[config.mk]
export PLATFORM = sky130hd
export DESIGN_NAME = uart_tx_arb
export DESIGN_NICKNAME = d
export VERILOG_FILES = /design/src/rtl/uart_tx_arb.sv
export SDC_FILE = /design/constraint.sdc
export NUM_CORES = 1
export LEC_CHECK = 0
export ABC_AREA = 1
export BUFFER_PORTS_ARGS = -buffer_cell sky130_fd_sc_hd__buf_2
export CAP_MARGIN = 10
export CORE_MARGIN = 4
export CORE_UTILIZATION = 40
export DETAILED_ROUTE_END_ITERATION = 10
export PLACE_DENSITY = 0.65
export SKIP_CTS_REPAIR_TIMING = 1
export SLEW_MARGIN = 20
export SYNTH_ARGS = -nofsm -noshare
export SYNTH_HDL_FRONTEND = slang
export SYNTH_SLANG_ARGS = --single-unit
[constraint.sdc]
create_clock -name clk -period 4.45 [get_ports clk]
set_input_delay 0.6675 -clock clk [delete_from_list [all_inputs] [get_ports clk]]
set_output_delay 0.6675 -clock clk [all_outputs]
set_load 0.05 [all_outputs]
[src/rtl/uart_tx_arb.sv]
// Round-robin arbiter feeding single bytes from N_REQ requesters into one UART transmitter.
// It also generates the transmitter's bit-tick enable from a programmable divisor.
module uart_tx_arb #(
  parameter int unsigned N_REQ = 4,
  parameter int unsigned DIV_W = 16
) (
  input  logic                 clk,
  input  logic                 rst,
  input  logic [N_REQ-1:0]     req_valid,
  input  logic [8*N_REQ-1:0]   req_data,
  output logic [N_REQ-1:0]     req_ready,
  input  logic [DIV_W-1:0]     baud_div,
  output logic                 tx_wr_en,
  output logic [7:0]           tx_data,
  output logic                 tx_enb,
  input  logic                 tx_busy,
  output logic [2:0]           grant_id,
  output logic                 err_timeout
);

  localparam int unsigned ID_W       = 3;
  localparam int unsigned BYTE_W     = 8;
  localparam int unsigned MAX_REQ    = 8;
  localparam int unsigned DATA_PAD_W = BYTE_W * MAX_REQ;
  localparam int unsigned TO_W       = 2;
  localparam logic [ID_W-1:0] LAST_RST = ID_W'(N_REQ - 1);
  localparam logic [TO_W-1:0] TO_LAST  = TO_W'(3);

  typedef enum logic [1:0] {
    IDLE      = 2'd0,
    ISSUE     = 2'd1,
    WAIT_BUSY = 2'd2,
    WAIT_DONE = 2'd3
  } state_t;

  state_t                  state;
  state_t                  state_next;
  logic [DIV_W-1:0]        baud_cnt;
  logic [ID_W-1:0]         last_grant;
  logic [TO_W-1:0]         wait_cnt;
  logic [MAX_REQ-1:0]      valid_pad;
  logic [DATA_PAD_W-1:0]   data_pad;
  logic [ID_W-1:0]         cand;
  logic [ID_W-1:0]         winner;
  logic                    found;
  logic                    sel;
  logic                    timeout;

  // Padding to the maximum requester count keeps the dynamic selects full-width.
  assign valid_pad = MAX_REQ'(req_valid);
  assign data_pad  = DATA_PAD_W'(req_data);

  // Bit-tick divider; a counter left above a lowered divisor wraps immediately.
  always_ff @(posedge clk or negedge rst) begin
    if (!rst) begin
      baud_cnt <= '0;
      tx_enb   <= 1'b0;
    end else begin
      tx_enb   <= (baud_cnt == baud_div);
      baud_cnt <= (baud_cnt >= baud_div) ? '0 : baud_cnt + DIV_W'(1);
    end
  end

  // Round-robin search starting one above the last granted requester.
  always_comb begin
    found  = 1'b0;
    winner = '0;
    cand   = '0;
    for (int unsigned i = 0; i < N_REQ; i++) begin
      cand = ID_W'((32'(last_grant) + 32'd1 + i) % N_REQ);
      if (!found && valid_pad[cand]) begin
        found  = 1'b1;
        winner = cand;
      end
    end
  end

  always_ff @(posedge clk or negedge rst) begin
    if (!rst) state <= IDLE;
    else      state <= state_next;
  end

  always_comb begin
    state_next = state;
    sel        = 1'b0;
    timeout    = 1'b0;
    case (state)
      IDLE: begin
        if (found && !tx_busy) begin
          sel        = 1'b1;
          state_next = ISSUE;
        end
      end
      ISSUE: state_next = WAIT_BUSY;
      WAIT_BUSY: begin
        if (tx_busy) begin
          state_next = WAIT_DONE;
        end else if (wait_cnt == TO_LAST) begin
          timeout    = 1'b1;
          state_next = IDLE;
        end
      end
      WAIT_DONE: begin
        if (!tx_busy) state_next = IDLE;
      end
      default: state_next = IDLE;
    endcase
  end

  // Accept strobe is combinational and suppressed while reset is held.
  always_comb begin
    req_ready = '0;
    if (sel && rst) req_ready = N_REQ'(1) << winner;
  end

  always_ff @(posedge clk or negedge rst) begin
    if (!rst) begin
      tx_wr_en    <= 1'b0;
      tx_data     <= '0;
      grant_id    <= '0;
      last_grant  <= LAST_RST;
      wait_cnt    <= '0;
      err_timeout <= 1'b0;
    end else begin
      tx_wr_en <= sel;
      if (sel) begin
        tx_data    <= data_pad[{winner, 3'b000} +: BYTE_W];
        grant_id   <= winner;
        last_grant <= winner;
      end
      if (state == WAIT_BUSY && !tx_busy) wait_cnt <= wait_cnt + TO_W'(1);
      else                                wait_cnt <= '0;
      if (timeout) err_timeout <= 1'b1;
    end
  end

endmodule

==> impl_metrics.toml, run 1 <==
[setup_path]
cp_cell_sequence = "inv_6 -> nand2_1 -> nand2_2 -> nand2_1 -> nand2_1 -> nand3_1 -> or2_1 -> nand2_2 -> nor2_4 -> nand2_1 -> nor3_1 -> buf_2"
end_kind = "primary output"
reg2reg_slack_ns = 2.22
crit_arrival_ns = 2.67
rr_worst_depth = 14
crit_top_cell = "nand2_1"
slowest_delay_ns = 0.69
path_max_fanout = 17
critPathKind = "reg -> out"
required_ns = 3.78
cp-startpoint = "last_grant[0]"
cp_top_family = "simple AND/OR/NAND/NOR gates"
reg2reg_to = "tx_data[7]"
startpoint_type = "flip-flop"
reg2reg_from = "last_grant[0]"
cpMaxStageDelayCell = "dfstp_2"
cp.buffers_inverters = 2

[clock_tree]
h-tree-depth = 2
cts-root-buf = "clkbuf_8"
clkTransAtPathRegs_ns = 0.07
clock-sinks = 35
worstSkewPairLatency_ns = 0.29
cts_tree = "built"
cts_buffer_depth = 2
cts-buffers-inserted = 5

[grt]
grt_pass1_vias = 2288
overflow = 0
antenna_found_initial = 0
grt_max_degree = 37
grtUsageTotal = 0.1584
grt_first_pass_wirelength_mm = 9.798

[power]
finalPower_w = 0.001946
leakage_nw = 1.734
peakVddDrop_mv = 0.3432
powerDensity_nw_per_um2 = 643.5

[timing]
report.final.hold_viol_count = 0
drv_slew = 0
tightest_slew_ns = 0.6178
setup_viol = 0
setup_tns_ns = 0
fmax_mhz = 300.0
post-route-min-period_ns = 3.333
timing.final.crit_share = 0.7490
grt_setup_unrepaired = "false"
clock_skew_ns = 0.009524
maxSlewHeadroom = 0.5869

[placed_design]
hpwl_mm = 4.548
gp_congestion = 0.8445
portBuffers = 71
dpl.cell_count = 497

[finish]
final_core_util = 0.4990
drive_above_1_share = 0.2419
layout_common_cells = "113 x nand2_1, 71 x buf_2, 38 x inv_1, 33 x nor2_1, 33 x dfrtp_1"
fin_nets = 502
diodes = 0
area_growth_pct = 17.84
final_cells = 505
final_common_cell = "nand2_1"

[yosys]
yosys_warnings = 0
synth_ff_type = "dfrtp_1"
synth-edff-count = 0
avgSynthCellArea_um2 = 7.148
synth_cells = 359
synth_nets = 432
synth-async-reset-ratio = 1.000
yosys.area.top_type = "dfrtp_1"
synth.area.top_cells = "dfrtp_1 32%, nand2_1 17%, ha_1 8.8%"
synth_cell_types = 33
syn_area_um2 = 2566
synth_top_area_frac = 0.3218
yosysSeqAreaShare = 0.3423
synth-seq-cells = 35

[floorplanning]
dieArea_um2 = 7761
initial_core_util = 0.4234
die_h_um = 88.10
row_count = 28
core_area_um2 = 6061
die_width_um = 88.10
io_pins = 73

[detailed_routing]
postRouteWirelength_mm = 5.754
wl_per_cell_um = 11.39
ant_nets = 0
drc = 0
vias_per_cell = 4.754
vias = 2401
initialDrtViolationCount = 90
drt_first_pass_iters = 6

[outcome]
status = "finished, final reports clean"

[job]
drv_cap = 0

[min_path]
min_path_type = "in -> async"
[cell usage after synthesis, types with 7 or more instances]
library cell and count:
o21ai_0 8, dfrtp_1 33, nand3_1 26, a21oi_1 10
ha_1 18, nor3_1 8, xor2_1 7, nand2_1 113
nor2_1 33, nand2_2 17, nand4_1 10, inv_1 38
[registers in the layout, indices dropped and copies added (netlist names), 2 cells and up]
name / cells
state: 2
last_grant: 2
tx_data: 8
grant_id: 2
wait_cnt: 2
baud_cnt: 16
[area by class of cell]
class                   count  area, um^2
fillers                   648        3037
multi-input cells         274        1445
clock inverters             1       5.005
flip-flops and latches     35       878.3
repair buffers             73       370.4
inverters                  40       155.1
clock buffers               7       76.32
well taps                  75       93.84
[through the flow]
step	hold slack, ns	instance area (um^2)	setup WS, ns
2_1_floorplan	0.3719	2566	1.180
3_3_place_gp	0.4219	2943	1.350
3_5_place_dp	0.4411	2943	1.350
4_1_cts	0.4123	3024	1.065
5_1_grt	0.4415	3024	0.8161
6_report	0.4035	3024	1.117
[cell families (layout without fill, tap and decap cells)]
kind of cell	Yosys count	after routing	share of synthesized area
and+or+nand+nor	221	221	0.3886
buffers and inverters	50	121	0.09458
DFF	35	35	0.3423
AOI/OAI and AO/OA	23	23	0.04779
adders and majority gates	18	18	0.08776
xor gates and xnor gates	11	11	0.03754
other	1	1	0.001461
[metal layers]
layer,vias to the layer above,track usage,routed length (um)
li1,1280,-,-
met1,1031,0.2058,2646
met2,85,0.2623,2581
met3,5,0.03387,467
met4,0,0.05357,58
met5,-,0,0
[how the worst max path moves through the flow]
| stage | end | cells after the start |
|---|---|---|
| floorplan | req_ready[1] | 12 |
| global placement | req_ready[3] | 13 |
| detailed placement | req_ready[3] | 13 |
| CTS | req_ready[3] | 12 |
| global route | req_ready[2] | 12 |
| finish | req_ready[3] | 12 |
[power by group]
part	switching, W	internal [W]
Clock	0.000112	0.000110
Sequential	0.000105	0.000431
Combinational	0.000813	0.000375
Total	0.00103	0.000916
No activity file was read; power rests on OpenSTA's default activity.
==> inputs of run 2 (changes only) <==
==> constraint.sdc (replaced) <==
create_clock -name clk -period 3.1 [get_ports clk]
set_input_delay 0.465 -clock clk [delete_from_list [all_inputs] [get_ports clk]]
set_output_delay 0.465 -clock clk [all_outputs]
set_load 0.05 [all_outputs]
==> run 2 against run 1 <==
Compared with the run above:
- worst hold slack worse by 0.15 ns
- sequential power up 41%
- sequential share of layout area down 0.85 points
- critical endpoint unchanged
- largest cell class unchanged
- worst setup slack worse by 0.95 ns
- combinational power up 57%
- global-route usage up 0.31 points
- clock power up 62%
- clock skew down 0.0025 ns
- non-clock buffer count up 7
==> impl_metrics.toml, run 2 (same netlist as run 1, synthesis figures left out) <==
[finish]
layout_common_cells = "113 x nand2_1, 70 x buf_2, 38 x inv_1, 33 x nor2_1, 33 x dfrtp_1"
largestRegisters = "baud_cnt x16, tx_data x8"
area_growth_pct = 21.40
fin_nets = 510
regMostFlops = "baud_cnt"
drive_above_1_share = 0.2580
diodes = 0
final_core_util = 0.5140
final_common_cell = "nand2_1"
largest_reg_flops = 16
nFillCells = 601

[floorplanning]
initial_core_util = 0.4234
row_count = 28
core_area_um2 = 6061
die_width_um = 88.10
dieArea_um2 = 7761
io_pins = 73
die_h_um = 88.10

[clock_tree]
cts_buffer_depth = 2
h-tree-depth = 2
clock-sinks = 35
clkTransAtPathRegs_ns = 0.07
cts-root-buf = "clkbuf_8"
cts-buffers-inserted = 5
worstSkewPairLatency_ns = 0.28
cts_tree = "built"

[placed_design]
portBuffers = 71
hpwl_mm = 4.616
gp_congestion = 0.8378

[setup_path]
required_ns = 2.63
startpoint_type = "flip-flop"
end_kind = "primary output"
crit_arrival_ns = 2.47
critPathKind = "reg -> out"
cp-startpoint = "last_grant[0]"
path_max_fanout = 18
reg2reg_from = "last_grant[0]"

[power]
swShare = 0.5192
p_sw_w = 0.001552
leakage_nw = 1.784
combPwrFrac = 0.627
power_frac_seq = 0.253
peakVddDrop_mv = 0.5873
p_int_w = 0.001438
p_clk_frac = 0.120
powerDensity_nw_per_um2 = 959.6

[timing]
fin_worst_hold_slack_ns = 0.2518
tightest_slew_ns = 0.6278
drv_slew = 0
timing.final.crit_share = 0.9456
fmax_mhz = 341.1
setup_viol = 0
clock_skew_ns = 0.006999
report.final.hold_viol_count = 0
maxSlewHeadroom = 0.5802
post-route-min-period_ns = 2.931

[detailed_routing]
ant_nets = 0
drc = 0
postRouteWirelength_mm = 5.976
drt_first_pass_iters = 4
initialDrtViolationCount = 68
vias_per_cell = 4.795
vias = 2460
wl_per_cell_um = 11.65

[grt]
antenna_found_initial = 0
grt_pass1_vias = 2307
grt_first_pass_wirelength_mm = 10.03
grtUsageTotal = 0.1615
grt_max_degree = 36
overflow = 0

[job]
drv_cap = 0

[outcome]
status = "finished, final reports clean"

[min_path]
min_path_type = "in -> async"
run 2: cell count changes in the layout (fill, tap and decap cells not counted), sizes merged:
cell,before,now
clkinv,1,0
buf,73,79
clkbuf,7,9
nand2,132,133
run 2: path summary, 6_finish.rpt:
check | end | slack [ns] | cells after the start
setup / recovery | req_ready[3] | 0.17 | 12
hold / removal | wait_cnt[0] | 0.25 | 2
setup reg to reg | tx_data[5] | 0.82 | 13
hold reg to reg | wait_cnt[0] | 0.44 | 1
max in group asynchronous | last_grant[0] | 2.51 | 2
min in group clk | wait_cnt[0] | 0.44 | 1
run 2: per-layer routing:
| metal | routed length, um | part of all wire | global-route usage | up-vias |
|---|---|---|---|---|
| li1 | - | - | - | 1300 |
| met5 | 0 | 0 | 0 | - |
| met4 | 96 | 0.016 | 0.04396 | 0 |
| met3 | 442 | 0.074 | 0.03104 | 7 |
| met1 | 2691 | 0.45 | 0.2073 | 1058 |
| met2 | 2745 | 0.46 | 0.2781 | 95 |
run 2: layout make-up:
cell class / count / area, um^2 / area share
Tap cell: 75 / 93.84 / 0.03012
Sequential cell: 35 / 878.3 / 0.2819
Timing Repair Buffer: 80 / 422.9 / 0.1357
Multi-Input combinational cell: 275 / 1465 / 0.4703
Clock buffer: 8 / 100.1 / 0.03213
Inverter: 40 / 155.1 / 0.04980
run 2: critical path, cell delays in order, from the launching register on:
cell,delay [ns]
dfstp_2,0.62
clkbuf_2,0.19
nand2_1,0.06
nand2_1,0.10
nand2_1,0.07
nand2_1,0.13
nand3_1,0.11
nand2_2,0.08
nand2_4,0.14
nand2_8,0.15
inv_1,0.06
nor3_1,0.22
buf_4,0.24
run 2: power groups by stage:
stage,Sequential [W],Combinational (W),Clock (W)
6_report,0.000756,0.00187,0.000359
5_1_grt,0.000780,0.00211,0.000394
3_5_place_dp,0.000779,0.00177,0
4_1_cts,0.000770,0.00178,0.000372
3_3_place_gp,0.000773,0.00175,0
2_1_floorplan,0.000956,0.00129,0
run 2: metrics by stage:
step | cell area [um^2] | cells | TNS [ns] | total power [W] | worst slack [ns]
2_1_floorplan | 2566 | 359 | 0 | 0.002243 | 0.03279
3_3_place_gp | 2965 | 500 | 0 | 0.002521 | 0.3950
3_5_place_dp | 2965 | 500 | 0 | 0.002550 | 0.3056
4_1_cts | 3065 | 508 | -0.008951 | 0.002921 | -0.008951
5_1_grt | 3115 | 513 | -0.007465 | 0.003282 | -0.007465
6_report | 3115 | 513 | 0 | 0.002990 | 0.1687
==> inputs of run 3 (changes only) <==
==> constraint.sdc (replaced) <==
create_clock -name clk -period 3.3 [get_ports clk]
set_input_delay 0.495 -clock clk [delete_from_list [all_inputs] [get_ports clk]]
set_output_delay 0.495 -clock clk [all_outputs]
set_load 0.05 [all_outputs]
==> run 3 against run 2 <==
Compared with the run above:
- sequential cell count unchanged
- first-iteration DRC count fell by 2.9%
- sequential power fell by 4.6%
- utilization decreased by 1.2 points
- final area fell by 2.3%
- routed wire length down 1.2%
- worst hold slack better by 0.030 ns
- die area stayed put
- via count shrank 2.7%
- largest cell class unchanged
==> impl_metrics.toml, run 3 (same netlist as run 1, synthesis figures left out) <==
[timing]
worst_slack_ns = 0.2344
report.final.hold_viol_count = 0
fmax_mhz = 326.2
clock_skew_ns = 0.006130
grt_setup_unrepaired = "false"
timing.final.crit_share = 0.9290
maxSlewHeadroom = 0.5783
tightest_slew_ns = 0.6307
setup_viol = 0
post-route-min-period_ns = 3.066
setup_tns_ns = 0
drv_slew = 0

[placed_design]
portBuffers = 71
hpwl_mm = 4.728
pre_cts_ws_ns = 0.4927
gp_congestion = 0.8398

[floorplanning]
io_pins = 73
row_count = 28
die_width_um = 88.10
dieArea_um2 = 7761
die_h_um = 88.10
initial_core_util = 0.4234
core_area_um2 = 6061

[setup_path]
cp.depth = 11
cp_cell_sequence = "inv_6 -> nand2_1 -> nand2_2 -> nand2_1 -> nand2_1 -> o21ai_1 -> nand2_2 -> nand2_8 -> inv_1 -> nor3_1 -> buf_2"
rr_worst_depth = 14
crit_end = "req_ready[3]"
critPathKind = "reg -> out"
end_kind = "primary output"
startpoint_type = "flip-flop"
reg2reg_slack_ns = 1.13
crit_top_cell = "nand2_1"
cp_top_family = "simple AND/OR/NAND/NOR gates"
required_ns = 2.80
cp-startpoint = "last_grant[0]"
cpMaxStageDelayCell = "dfstp_2"
crit_arrival_ns = 2.57
slowest_delay_ns = 0.68
reg2reg_from = "last_grant[0]"
cp.buffers_inverters = 3
path_max_fanout = 20
reg2reg_to = "tx_data[7]"

[grt]
grt_first_pass_wirelength_mm = 10.01
grt_pass1_vias = 2318
grtUsageTotal = 0.1622
antenna_found_initial = 0
overflow = 0
grt_max_degree = 36

[finish]
largest_reg_flops = 16
diodes = 0
drive_above_1_share = 0.2459
final_common_cell = "nand2_1"
layout_common_cells = "113 x nand2_1, 71 x buf_2, 38 x inv_1, 33 x dfrtp_1, 32 x nor2_1"
area_growth_pct = 18.58
fin_nets = 503
regMostFlops = "baud_cnt"
largestRegisters = "baud_cnt x16, tx_data x8"

[job]
drv_cap = 0

[detailed_routing]
wl_per_cell_um = 11.67
vias = 2394
postRouteWirelength_mm = 5.907
vias_per_cell = 4.731
drt_first_pass_iters = 4
ant_nets = 0
initialDrtViolationCount = 66
drc = 0

[clock_tree]
cts_tree = "built"
cts-buffers-inserted = 5
clkTransAtPathRegs_ns = 0.07
worstSkewPairLatency_ns = 0.28
cts-root-buf = "clkbuf_8"
h-tree-depth = 2
clock-sinks = 35
cts_buffer_depth = 2

[power]
powerDensity_nw_per_um2 = 878.0
leakage_nw = 1.741
peakVddDrop_mv = 0.6081

[outcome]
status = "finished, final reports clean"

[min_path]
min_path_type = "in -> async"
[run 3: how the worst min path moves through the flow]
stage / startpoint / endpoint / depth (start not counted)
floorplan: rst / baud_cnt[0] / 0
global placement: wait_cnt[0] / wait_cnt[0] / 1
detailed placement: wait_cnt[0] / wait_cnt[0] / 1
CTS: rst / baud_cnt[15] / 2
global route: rst / baud_cnt[14] / 2
finish: rst / baud_cnt[7] / 2
[run 3: final cells by class]
| class | instances | area, um^2 |
|---|---|---|
| fillers | 635 | 3018 |
| clock buffers | 7 | 76.32 |
| flip-flops and latches | 35 | 878.3 |
| clock inverters | 1 | 5.005 |
| well taps | 75 | 93.84 |
| inverters | 40 | 155.1 |
| repair buffers | 74 | 377.9 |
| multi-input cells | 274 | 1456 |
[run 3: per-layer routing]
layer  vias to the layer above  wire length (um)  global-route usage
li1                       1275                 -                   -
met1                      1027              2825              0.2167
met2                        84              2584              0.2678
met3                         8               410             0.02728
met4                         0                87             0.05357
met5                         -                 0                   0
[run 3: through the flow]
step	hold WS, ns	power, W	utilization	area [um^2]	cells
global route	0.3261	0.002950	0.5021	3043	506
floorplan	0.1994	0.002107	-	2566	359
finish	0.2818	0.002672	0.5021	3043	506
global placement	0.4261	0.002324	0.4868	2950	498
CTS	0.2941	0.002669	0.5002	3032	506
detailed placement	0.4280	0.002363	0.4868	2950	498
[run 3: where the power goes]
part / internal, W / total (W) / switching [W]
sequential: 0.000582 / 0.000721 / 0.000139
clock: 0.000148 / 0.000300 / 0.000152
combinational: 0.000523 / 0.00165 / 0.00113
total: 0.00125 / 0.00267 / 0.00142
